--- src/rtl/si_tag_pkg.sv ---
// Shared tag record and widths for the tag lane scheduler.
package si_tag_pkg;

   localparam int unsigned TAGTIME_WIDTH = 64;
   localparam int unsigned CHANNEL_WIDTH = 5;

   typedef struct packed {
      logic [TAGTIME_WIDTH-1:0] tagtime;
      logic [CHANNEL_WIDTH-1:0] channel;
      logic                     rising_edge;
   } tag_t;

endpackage

--- src/rtl/si_lowest_bit_enc.sv ---
// Lowest-set-bit encoder: binary index, any-set flag and one-hot isolate.
module si_lowest_bit_enc #(
   parameter int unsigned WIDTH       = 4,
   parameter int unsigned INDEX_WIDTH = (WIDTH > 1) ? $clog2(WIDTH) : 1
) (
   input  logic [WIDTH-1:0]       in_bits,
   output logic [INDEX_WIDTH-1:0] index,
   output logic                   any,
   output logic [WIDTH-1:0]       onehot
);

   // Scan from the top so the lowest set bit is the last one written.
   always_comb begin
      index = '0;
      for (int i = int'(WIDTH) - 1; i >= 0; i--) begin
         if (in_bits[i]) begin
            index = INDEX_WIDTH'(i);
         end
      end
   end

   assign any    = |in_bits;
   assign onehot = in_bits & (~in_bits + WIDTH'(1));

endmodule

--- src/rtl/si_tag_lane_scheduler.sv ---
// Buffers one multi-lane tag beat and emits its qualified lanes one per cycle,
// lowest lane first, with channel and edge-polarity filtering applied at load.
module si_tag_lane_scheduler
   import si_tag_pkg::*;
#(
   parameter int unsigned NUMBER_OF_WORDS = 4,
   parameter int unsigned CHANNEL_COUNT   = 20,
   parameter int unsigned LANE_WIDTH      = (NUMBER_OF_WORDS > 1) ? $clog2(NUMBER_OF_WORDS) : 1
) (
   input  logic                                     clk,
   input  logic                                     rst,
   input  logic                                     s_axis_tvalid,
   output logic                                     s_axis_tready,
   input  logic [TAGTIME_WIDTH*NUMBER_OF_WORDS-1:0] s_axis_tagtime,
   input  logic [CHANNEL_WIDTH*NUMBER_OF_WORDS-1:0] s_axis_channel,
   input  logic [NUMBER_OF_WORDS-1:0]               s_axis_rising_edge,
   input  logic [NUMBER_OF_WORDS-1:0]               s_axis_tkeep,
   input  logic [CHANNEL_COUNT-1:0]                 channel_enable,
   input  logic                                     rising_enable,
   input  logic                                     falling_enable,
   output logic                                     m_axis_tvalid,
   input  logic                                     m_axis_tready,
   output logic [TAGTIME_WIDTH-1:0]                 m_axis_tagtime,
   output logic [CHANNEL_WIDTH-1:0]                 m_axis_channel,
   output logic                                     m_axis_rising_edge,
   output logic [LANE_WIDTH-1:0]                    m_axis_lane,
   output logic [31:0]                              tag_count
);

   localparam int unsigned NW = NUMBER_OF_WORDS;

   tag_t             beat     [NW];
   tag_t             in_tag   [NW];
   logic [NW-1:0]    pending;
   logic [NW-1:0]    qualified;
   logic [NW-1:0]    sel_onehot;
   logic [31:0]      chan_en_ext;
   logic             sel_any;
   logic             single_pending;
   logic             load;
   logic             emit;

   assign chan_en_ext = 32'(channel_enable);

   // Unpack the input beat and evaluate the filters against the current controls.
   always_comb begin
      logic [CHANNEL_WIDTH-1:0] ch;
      ch        = '0;
      qualified = '0;
      for (int i = 0; i < int'(NW); i++) begin
         ch                    = s_axis_channel[i*CHANNEL_WIDTH +: CHANNEL_WIDTH];
         in_tag[i].tagtime     = s_axis_tagtime[i*TAGTIME_WIDTH +: TAGTIME_WIDTH];
         in_tag[i].channel     = ch;
         in_tag[i].rising_edge = s_axis_rising_edge[i];
         qualified[i] = s_axis_tkeep[i]
                      && (32'(ch) < CHANNEL_COUNT)
                      && chan_en_ext[ch]
                      && (s_axis_rising_edge[i] ? rising_enable : falling_enable);
      end
   end

   si_lowest_bit_enc #(
      .WIDTH       (NW),
      .INDEX_WIDTH (LANE_WIDTH)
   ) u_sel (
      .in_bits (pending),
      .index   (m_axis_lane),
      .any     (sel_any),
      .onehot  (sel_onehot)
   );

   assign single_pending = sel_any && ((pending & (pending - NW'(1))) == '0);
   assign s_axis_tready  = !rst && (!sel_any || (m_axis_tready && single_pending));
   assign m_axis_tvalid  = !rst && sel_any;
   assign load           = s_axis_tvalid && s_axis_tready;
   assign emit           = m_axis_tvalid && m_axis_tready;

   assign m_axis_tagtime     = beat[m_axis_lane].tagtime;
   assign m_axis_channel     = beat[m_axis_lane].channel;
   assign m_axis_rising_edge = beat[m_axis_lane].rising_edge;

   // A new beat can only arrive as the last pending lane leaves, so load wins.
   always_ff @(posedge clk) begin
      if (rst) begin
         pending   <= '0;
         tag_count <= '0;
         for (int i = 0; i < int'(NW); i++) begin
            beat[i] <= '0;
         end
      end else begin
         if (load) begin
            pending <= qualified;
            for (int i = 0; i < int'(NW); i++) begin
               beat[i] <= in_tag[i];
            end
         end else if (emit) begin
            pending <= pending & ~sel_onehot;
         end
         if (emit) begin
            tag_count <= tag_count + 32'd1;
         end
      end
   end

endmodule

--- config.mk ---
export PLATFORM = sky130hd
export DESIGN_NAME = si_tag_lane_scheduler
export DESIGN_NICKNAME = d
export VERILOG_FILES = /design/src/rtl/si_tag_pkg.sv /design/src/rtl/si_lowest_bit_enc.sv /design/src/rtl/si_tag_lane_scheduler.sv
export SDC_FILE = /design/constraint.sdc
export NUM_CORES = 1
export LEC_CHECK = 0
export BUFFER_PORTS_ARGS = -buffer_cell sky130_fd_sc_hd__buf_2
export CORE_MARGIN = 3
export CORE_UTILIZATION = 50
export DETAILED_ROUTE_END_ITERATION = 8
export GPL_TIMING_DRIVEN = 0
export MAX_ROUTING_LAYER = met4
export PLACE_DENSITY = 0.82
export RECOVER_POWER = 25
export SETUP_SLACK_MARGIN = 0.15
export SKIP_LAST_GASP = 1
export SLEW_MARGIN = 20
export SYNTH_ARGS = -nofsm -noshare
export SYNTH_HDL_FRONTEND = slang
export SYNTH_HIERARCHICAL = 1
export SYNTH_SLANG_ARGS = --single-unit
--- constraint.sdc ---
create_clock -name clk -period 26.4 [get_ports clk]
set_clock_uncertainty 0.05 [all_clocks]
set_input_delay 5.28 -clock clk [delete_from_list [all_inputs] [get_ports clk]]
set_output_delay 5.28 -clock clk [all_outputs]
set_load 0.03 [all_outputs]
==> impl_summary.txt <==
----------------------------------------------------
[Layout]
  Sequential cell area in the final layout ... approximately 9100 sq um
  Net count, final ... 1719
  Layout overhead on the synthesized area ... 25.0%
  Final Instance Area ... roughly 18000 sq um
  Layout fillers ... 2139
  Fraction of final layout cells sized beyond drive strength 1 ... around two fifths
  Final instance count without filler cells ... ~1800
  Area used by multi-input combinational logic ... ~5000 sq um
  Utilization after layout ... roughly 64%

[Outcome]
  Run status ... finished, final reports clean

[Setup path]
  Data arrival, critical path ... just under 6 ns
  Crit Path Max Fanout ... 10
  Depth of the worst register-to-register path ... 5
  Setup crit end kind ... output port
  CP startpoint kind ... primary input
  Critical Path RT ... around 21 ns
  Type of the worst setup path ... primary input to output port

[Logic synthesis]
  Post-synth EDFFs ... 280
  Top FF cell, synth ... edfxtp_1
  Seq/Total Area, Yosys ... around 63%
  Mean instance size in the synthesized netlist ... around 15 sq um
  Fraction of post-synthesis cell area in the top cell type by area ... between 50% and 60%
  Top cells by area, synth ... edfxtp_1 58%, mux4_2 13%, and2_1 12%, dfxtp_1 5.0%, buf_2 1.4%
  Cell taking the most area after synthesis ... edfxtp_1
  Post-Syn Instances ... roughly 960
  Number of synthesized register bits ... ~320
  Netlist cell types ... 47
  Total standard cell area after synthesis ... about 15000 sq um
  Synth Net Count ... 1270
  YS warnings ... 6
  Post-synthesis async set-or-reset flop share ... 0%

[Timing]
  Worst-Margin Slew ... ~0.75 ns
  Final setup fails ... 0
  Maximum operating frequency ... just under 90 MHz
  Slew headroom ... around 50%
  Final Hold Slack ... roughly 0.48 ns
  Fin. Hold Viols ... 0
  Minimum setup slack in the final design ... roughly 15 ns
  Portion of the clock cycle consumed by the worst path in the final layout ... 42.7%
  Time the worst path needs with I/O delays and setup ... 11.26 ns
  Unrepaired setup endpoints after global routing ... no
  Total Neg Setup Slack ... 0 ns
  Final max-slew violation count ... 0

[Placement]
  Dpl ws ... 15.21 ns
  Placer congestion estimate ... 0.891
  Placed insts ... ~1700
  Post-place instance area ... 17100 sq um
  Port Buf Inserts ... 410
  Detailed placer's ending HPWL ... 29400 um

[GRT]
  Combined global-route utilization of all metal layers ... 26.0%
  Number of antenna violations at the first check in global routing ... 18
  Largest net degree at the start of global routing ... 113
  Global route total overflow ... 0
  Via count of the first global-routing pass ... slightly above 10000
  Wire length of the first global-routing pass ... around 60000 um

[Die]
  Number of ports placed on the die boundary ... 416
  Floorplan die area ... 31100 sq um
  Y dimension of the die ... 176 um
  Area of the placeable core ... between 20000 and 30000 sq um
  Initial core utilization ... 51.4%
  DIE WIDTH ... 176 um
  Core Rows ... 61

[Clock tree]
  Number of sinks driven by the clock tree ... 316
  CTS tree ... done
  Number of buffers inserted by post-CTS setup repair ... 0
  Number of buffers created by CTS ... 35
  Number of gates resized after CTS ... 0
  Clock Latency Late Sink ... ~0.50 ns
  Number of hold buffers added after cts ... 0
  Reg clk slew, reported paths ... ~0.060 ns
  Level count of the clock H-tree ... 2
  Worst-case clock buffer depth ... 3
  Root buffer cell ... clkbuf_16

[Power and ir drop]
  Power density cells ... 66.3 nW/um^2
  Part of the power in combinational logic ... approximately an eighth
  Static leakage ... between 7 and 8 nW
  Power Total ... ~1.2 mW
  Reported net switching power ... around 0.29 mW
  VDD IR max ... ~0.000048 V
  Cell internal power dissipation ... a little over 0.9 mW
  Sequential power share ... 49.3%
  Switching power share of the total ... roughly a quarter
  Clock network power share ... 37.9%

[Drt]
  Via-per-instance ratio ... around 5.4
  First drt pass iteration count ... 4
  DRC violation count after routing ... 0
  Total Wirelength ... 40300 um
  Post-detailed-route count of antenna-violating nets ... 0
  Per-cell routed wire length ... about 22 um
  Initial detailed-routing violation count ... ~800
  Via total after detailed routing ... between 9000 and 10000

[Run]
  Max capacitance violation total ... 0

[Worst hold path]
  Number of cells on the worst hold path ... 2
  Kind of path behind the tightest hold check ... flop to flop

----------------------------------------------------
==> routing by layer <==
layer | share of wire, % | global-route usage, %
met5 | 0 | -
met4 | 3.5 | 9.79
met3 | 7.5 | 5.38
met2 | 52 | 43.2
met1 | 37 | 31.8
==> worst max-delay path, cell delays in order <==
cell,delay [ns]
clkbuf_1,0.34
nor2b_1,0.11
buf_2,0.20
==> layout make-up <==
| class | count | share of cell area, % |
|---|---|---|
| plain buffers | 61 | 1.56 |
| well taps | 378 | 2.61 |
| clock inverters | 21 | 0.910 |
| repair buffers | 412 | 11.6 |
| multi-input cells | 574 | 27.6 |
| inverters | 8 | 0.207 |
| clock buffers | 40 | 4.93 |
| diodes | 20 | 0.276 |
| flip-flops and latches | 316 | 50.3 |
==> power groups by stage <==
stage	logic, mW	clock network (mW)	registers (mW)
after floorplan	0.0950	0	0.605
after global placement	0.153	0	0.610
after detailed placement	0.157	0	0.603
after CTS	0.157	0.462	0.593
after global routing	0.165	0.483	0.596
final	0.155	0.456	0.593
==> cell families (layout without fill, tap and decap cells) <==
group,count (synthesis),in the layout,synth area share (%)
mux,103,103,14.2
simple gates,415,415,17.4
buf+inv,69,542,2.42
other cells,0,20,0
compound gates,26,26,1.32
fa+ha+maj,1,1,0.0861
xor+xnor,29,29,1.75
flops,316,316,62.8
==> cell usage after synthesis (all sizes together), types with 6 or more instances <==
library cell    n
mux2i          17
edfxtp        280
nand2          12
and3            6
nand4          19
dfxtp          36
buf            47
nand3          20
nand2b          8
nor2           43
inv             8
and2          284
xor2           23
mux4           82
clkbuf         14
xnor2           6
==> placed cells by master, fill, tap and decap left out, drive strengths merged, types with 4 or more instances in the layout <==
| master | netlist | layout |
|---|---|---|
| buf | 47 | 430 |
| and2 | 284 | 284 |
| edfxtp | 280 | 280 |
| clkbuf | 14 | 83 |
| mux4 | 82 | 82 |
| nor2 | 43 | 43 |
| dfxtp | 36 | 36 |
| xor2 | 23 | 23 |
| diode | 0 | 20 |
| nand3 | 20 | 20 |
| nand4 | 19 | 19 |
| mux2i | 17 | 17 |
| clkinv | 0 | 14 |
| nand2 | 12 | 12 |
| inv | 8 | 11 |
| nand2b | 8 | 8 |
| and3 | 6 | 6 |
| xnor2 | 6 | 6 |
| a21oi | 5 | 5 |
| nor2b | 5 | 5 |
| a22oi | 5 | 5 |
| mux2 | 4 | 4 |
| nand4b | 4 | 4 |
| nor3 | 4 | 4 |
==> path summary, 6_finish.rpt <==
| check | start | end | slack, ns |
|---|---|---|---|
| max | rst | m_axis_tvalid | 15.14 |
| min | tag_count[15]$_SDFFE_PP0P_ | tag_count[15]$_SDFFE_PP0P_ | 0.48 |
| max reg2reg | pending[0]$_SDFFE_PP0P_ | beat[1][62]$_SDFFCE_PN0P_ | 23.10 |
| min reg2reg | tag_count[15]$_SDFFE_PP0P_ | tag_count[15]$_SDFFE_PP0P_ | 0.48 |
==> state kept, by name (all words and copies together), names as in the netlist <==
| signal | cells |
|---|---|
| beat | 280 |
| pending | 4 |
| tag_count | 32 |
(Power assumes the default switching activity.)
